--- src/rtl/dmem_arbiter.sv ---
// Two-port arbiter/sequencer for the 32x8 Data_Memory: one request in,
// one access cycle, one completion pulse per transaction.
module dmem_arbiter #(
    parameter int unsigned ADDR_W     = 5,
    parameter int unsigned DATA_W     = 8,
    parameter int unsigned FIXED_PRIO = 0
) (
    input  logic              Clk,
    input  logic              Rst,
    input  logic              Req0,
    input  logic              We0,
    input  logic [ADDR_W-1:0] Addr0,
    input  logic [DATA_W-1:0] Wdata0,
    output logic              Gnt0,
    output logic              Rvalid0,
    output logic [DATA_W-1:0] Rdata0,
    input  logic              Req1,
    input  logic              We1,
    input  logic [ADDR_W-1:0] Addr1,
    input  logic [DATA_W-1:0] Wdata1,
    output logic              Gnt1,
    output logic              Rvalid1,
    output logic [DATA_W-1:0] Rdata1,
    output logic [ADDR_W-1:0] Mem_Addr,
    output logic [DATA_W-1:0] Mem_Data_in,
    output logic              Mem_En,
    input  logic [DATA_W-1:0] Mem_Data_out
);

    typedef enum logic [1:0] {
        ST_IDLE   = 2'd0,
        ST_ACCESS = 2'd1,
        ST_DONE   = 2'd2
    } state_e;

    state_e            state_q, state_d;
    logic              cmd_we_q, cmd_we_d;
    logic [ADDR_W-1:0] cmd_addr_q, cmd_addr_d;
    logic [DATA_W-1:0] cmd_wdata_q, cmd_wdata_d;
    logic              cmd_port_q, cmd_port_d;
    logic              last_q, last_d;
    logic [DATA_W-1:0] rdata_q, rdata_d;
    logic              gnt0_c, gnt1_c;
    logic              winner_c;

    // Tie-break: fixed priority to port 0, or the port not granted last.
    always_comb begin
        winner_c = 1'b0;
        if (Req0 && Req1) begin
            winner_c = (FIXED_PRIO != 0) ? 1'b0 : ~last_q;
        end else begin
            winner_c = Req1;
        end
    end

    always_comb begin
        state_d     = state_q;
        cmd_we_d    = cmd_we_q;
        cmd_addr_d  = cmd_addr_q;
        cmd_wdata_d = cmd_wdata_q;
        cmd_port_d  = cmd_port_q;
        last_d      = last_q;
        rdata_d     = rdata_q;
        gnt0_c      = 1'b0;
        gnt1_c      = 1'b0;
        case (state_q)
            ST_IDLE: begin
                if (Req0 || Req1) begin
                    cmd_port_d  = winner_c;
                    last_d      = winner_c;
                    cmd_we_d    = winner_c ? We1    : We0;
                    cmd_addr_d  = winner_c ? Addr1  : Addr0;
                    cmd_wdata_d = winner_c ? Wdata1 : Wdata0;
                    gnt0_c      = ~winner_c;
                    gnt1_c      = winner_c;
                    state_d     = ST_ACCESS;
                end
            end
            ST_ACCESS: begin
                if (!cmd_we_q) begin
                    rdata_d = Mem_Data_out;
                end
                state_d = ST_DONE;
            end
            ST_DONE: begin
                state_d = ST_IDLE;
            end
            default: begin
                state_d = ST_IDLE;
            end
        endcase
    end

    always_ff @(posedge Clk) begin
        if (Rst) begin
            state_q     <= ST_IDLE;
            cmd_we_q    <= 1'b0;
            cmd_addr_q  <= '0;
            cmd_wdata_q <= '0;
            cmd_port_q  <= 1'b0;
            last_q      <= 1'b1;
            rdata_q     <= '0;
        end else begin
            state_q     <= state_d;
            cmd_we_q    <= cmd_we_d;
            cmd_addr_q  <= cmd_addr_d;
            cmd_wdata_q <= cmd_wdata_d;
            cmd_port_q  <= cmd_port_d;
            last_q      <= last_d;
            rdata_q     <= rdata_d;
        end
    end

    // Reset masks every pulse and the memory strobe in the same cycle,
    // so a write caught by reset in ACCESS never reaches the array.
    assign Gnt0        = gnt0_c & ~Rst;
    assign Gnt1        = gnt1_c & ~Rst;
    assign Rvalid0     = (state_q == ST_DONE) && !cmd_port_q && !Rst;
    assign Rvalid1     = (state_q == ST_DONE) &&  cmd_port_q && !Rst;
    assign Rdata0      = rdata_q;
    assign Rdata1      = rdata_q;
    assign Mem_En      = (state_q == ST_ACCESS) && cmd_we_q && !Rst;
    assign Mem_Addr    = Rst ? '0 : cmd_addr_q;
    assign Mem_Data_in = Rst ? '0 : cmd_wdata_q;

endmodule
--- config.mk ---
export PLATFORM = sky130hd
export DESIGN_NAME = dmem_arbiter
export DESIGN_NICKNAME = d
export VERILOG_FILES = /design/src/rtl/dmem_arbiter.sv
export SDC_FILE = /design/constraint.sdc
export NUM_CORES = 1
export LEC_CHECK = 0
export ABC_AREA = 1
export CORE_ASPECT_RATIO = 1.25
export CORE_MARGIN = 10
export CORE_UTILIZATION = 41
export DETAILED_ROUTE_END_ITERATION = 16
export GPL_TIMING_DRIVEN = 0
export PLACE_DENSITY = 0.88
export SYNTH_ARGS = -nofsm -noshare
export SYNTH_HDL_FRONTEND = slang
export SYNTH_SLANG_ARGS = --single-unit
--- constraint.sdc ---
create_clock -name Clk -period 3.4 [get_ports Clk]
set_input_delay 0.85 -clock Clk [delete_from_list [all_inputs] [get_ports Clk]]
set_output_delay 0.85 -clock Clk [all_outputs]
set_load 0.01 [all_outputs]
Word-level counts from Yosys, hierarchy flattened
Cells that the tools add are included.

Eq/ne operators: 3. Mux-type cells: 12. Reduce and logical (&&, ||, !) cells: 13. Bitwise gates (word level): 6.

Operators by type and width (number): $mux 8 (2); $mux 5 (2); $logic_and 1x1->1 (7); $mux 1 (6); $not 1->1 (4); $pmux 2 s2 (1); $reduce_and 2->1 (2); $and 1x1->1 (2); $eq 2x1->1 const B (1); $eq 2x2->1 const B (1); $logic_not 1->1 (2); $logic_not 2->1 (1); $mux 2 (1); $ne 2x2->1 const B (1); $logic_or 1x1->1 (1).

Bits of input ports: 40. Register bits: 26.

Logic depth before layout (Yosys ltp)
Word-level depth: 6. Depth in mapped cells: 7. Gate-level depth less buffers: 6.

Worst setup path before layout
No wires, ideal clock.

Path type: in2out. Start point: input port Req0. End point: output port Gnt0. Setup slack: 1093 ps. Data arrival time: 1457 ps. Data required time: 2550 ps. Buffers on the path: 1. Stages on the path: 5. Cells stage by stage: nand2_1 > nand2_1 > buf_4 > nand2_1 > nor2_1.

Cells in the longest elaborated chain, start to end: 6.

Ends and longest elaborated chain: from (decl) (line 10) `input logic Req0,`; $logic_and 1x1->1 (line 49) `if (Req0 && Req1) begin`; $mux 1 (line 49); $not 1->1 (line 74) `gnt0_c = ~winner_c;`; $mux 1 (*) (line 68) `if (Req0 || Req1) begin`; $mux 1 (*) (line 66) `case (state_q)`; $and 1x1->1 (*) (line 116) `assign Gnt0 = gnt0_c & ~Rst;`; to (decl) (line 14) `output logic Gnt0,`.

Every way passes the cells marked *; elsewhere a longest branch is shown, timed or not.

Worst setup path after layout
Start point: input port Req1. End point: output port Gnt1.

Cells in the longest elaborated chain, start to end: 5.

Ends and longest elaborated chain: from (decl) (line 17) `input logic Req1,`; $logic_and 1x1->1 (line 49); $mux 1 (line 49); $mux 1 (*) (line 68); $mux 1 (*) (line 66); $and 1x1->1 (*) (line 117) `assign Gnt1 = gnt1_c & ~Rst;`; to (decl) (line 21) `output logic Gnt1,`.

Marked as above.

==> results.toml <==
[synth]
synthCells = 201
syn_nets = 241
synthTopCellsByArea = "dfxtp_1 (39%), nand2_1 (19%), inv_1 (7.9%)"
synth_top_area_share_pct = 39.4
ys_types = 19
yosysWarningCount = 0
ys_seq_area_share_pct = 39.4
avgSynthCellArea_sq_um = 6.58
synth_area_leader_cell = "dfxtp_1"
ys_ff_latch = 26
syn_area_sq_um = 1320

[cells_and_area]
n_antenna_cell = 0
seq_area_sq_um = 520
utilization_pct = 68.7
num-fill-cells = 269
multiInputGateArea_sq_um = 577
drive_gt1_share_pct = 10.1
fin_nets = 319
areaGrowthSynthToFinish_pct = 64.4
instances_no_fill = 315

[outcome]
status = "completed"

[floorplanning]
dieHeight_microns = 83.5
io-pin-count = 74
die_width_microns = 70.8
dieArea_sq_um = 5910
core-area_sq_um = 3170
start_util_pct = 41.8
num_rows = 23

[cts]
root_buffer = "clkbuf_8"
cts_tree = "built"
cts_max_level = 1
clk_pin_slew_worst_paths_ps = 90
cts_buffers = 3
clkLatencyLatePin_ps = 270
clkSinkCount = 26
clockBufferDepth = 2
ctsHoldBuffers = 0

[worst_setup_path]
cpMostUsedCell = "clkdlybuf4s50_1"
crit_path_max_fanout = 6
end_kind = "output pin"
path_buf_inv = 2
crit_chain = "clkdlybuf4s50_1 > nand3_1 > nor2_1 > clkdlybuf4s50_1"
worst_path_largest_cell_delay_ps = 640
critPathRequiredTime_ps = 2550
crit_type = "primary input to output pin"
cp-start-kind = "primary input"
arrival_ps = 2490
path_delay_family = "buffers and inverters"
critPathSlowestCell = "clkdlybuf4s50_1"

[power]
p_leak_uw = 0.00100
peakVddDrop_v = 0.000346
power_uw = 855
p_per_area_nw_per_um2 = 393

[timing]
rsz0062_at_grt = "no"
hold_viol_final = 0
setup_viol = 0
timing.fmax_mhz = 300
tightest_slew_ps = 325
fin_skew_ps = 4.43
layout_worst_path_cycle_share_pct = 98.1
final.min_clock_period_ps = 3340
slew_violations = 0
max-slew-margin-rel_pct = 78.3

[grt]
grtUsageTotal_pct = 13.5
grt_start_max_net_pins = 16
grt_pass1_vias = 1515
grt_pass1_wl_microns = 6870
grt_remaining_overflow = 0
antenna_found_initial = 0

[route]
drt_iter0_drc = 42
wl_per_cell_microns = 12.9
drt_first_pass_iters = 4
viasPerCell = 4.76
finalWirelength_microns = 4060
ant_nets = 0
drc = 0
vias = 1498

[place]
placed_cells = 311
dp_hpwl_microns = 3330
gp_congestion = 0.763
portBuffers = 73

[job]
cap_viol_max_count = 0

[min_path]
hold_class = "flip-flop to flip-flop"
[final cells by class]
class / instances / share of cell area (%)
clock inverters: 1 / 1.38
well taps: 37 / 2.13
clock buffers: 3 / 1.90
repair buffers: 73 / 33.7
multi-input cells: 129 / 26.5
inverters: 29 / 5.01
plain buffers: 17 / 5.47
flip-flops and latches: 26 / 23.9
[cells by family (layout without fill, tap and decap cells)]
kind of cell	Yosys count	count (layout)	synth area share [%]
simple gates	111	111	36.6
compound gates	18	18	6.81
flops	26	26	39.4
buf+inv	46	123	17.2
[report_power, final]
part           internal, uW  switching [uW]  leakage (uW)
clock network           157            98.3     0.0000357
registers               335            15.2      0.000214
logic                   136             113      0.000754
[repair_timing]
action,4_1_cts,5_1_grt
resized for setup,2,1
cloned,0,0
setup endpoints to repair,2,1
setup buffers,0,0
[cells in the mapped netlist]
library cell   n
buf_6          1
nor2_8         1
nand3_2        1
a21oi_1       10
nor3_1         1
nand3_1       21
buf_4         11
nand2_1       66
buf_2          5
o21ai_0        6
nor2_1        16
inv_2          1
dfxtp_1       26
nand2_4        1
o21ai_1        2
nand2_2        1
nor2_2         1
inv_1         28
nor4_1         2
[layer usage]
metal | vias up | wire (microns) | track usage, %
met3 | 2 | 491 | 7.14
met2 | 73 | 1860 | 22.8
met1 | 665 | 1690 | 14.8
li1 | 758 | - | -
met4 | 0 | 14 | 2.12
met5 | - | 0 | 0
[worst reg2reg max path, stage by stage, from the launching register on]
cell and delay [ps]:
dfxtp_1 360, nor2_2 200, nand3_1 190, nor2_1 200, nand2_1 90, nand3_1 90
[flip-flops by register name, indices dropped and copies added, names as in the netlist]
name and flops:
Rdata0 8, cmd_addr_q 5, cmd_port_q 1, cmd_wdata_q 8, cmd_we_q 1, last_q 1, state_q 2
[final timing paths]
kind / from / to / slack (ps) / cells after the start
hold reg to reg: Rdata0[5] / Rdata0[5] / 470 / 2
hold / removal: Rdata0[5] / Rdata0[5] / 470 / 2
setup / recovery: Req1 / Gnt1 / 60 / 4
setup reg to reg: state_q[1] / cmd_we_q / 2210 / 5
[layout by cell type, fill, tap and decap left out, types with 2 or more instances in the layout]
cell | netlist | layout
clkdlybuf4s50_1 | 0 | 71
nand2_1 | 66 | 65
inv_1 | 28 | 28
dfxtp_1 | 26 | 26
nand3_1 | 21 | 21
nor2_1 | 16 | 16
buf_4 | 11 | 11
a21oi_1 | 10 | 10
o21ai_0 | 6 | 6
buf_2 | 5 | 5
clkbuf_8 | 0 | 3
nand2_2 | 1 | 2
nor4_1 | 2 | 2
o21ai_1 | 2 | 2
[through the flow]
step,area (sq um),setup WS [ps],hold slack (ps),TNS (ps)
2_1_floorplan,1320,1090,429,0
3_3_place_gp,2100,-28.8,439,-28.8
3_5_place_dp,2100,-23.3,455,-44.8
4_1_cts,2170,5.92,470,0
5_1_grt,2170,33.5,493,0
6_report,2170,64.0,468,0
No activity file was read; power rests on OpenSTA's default activity.
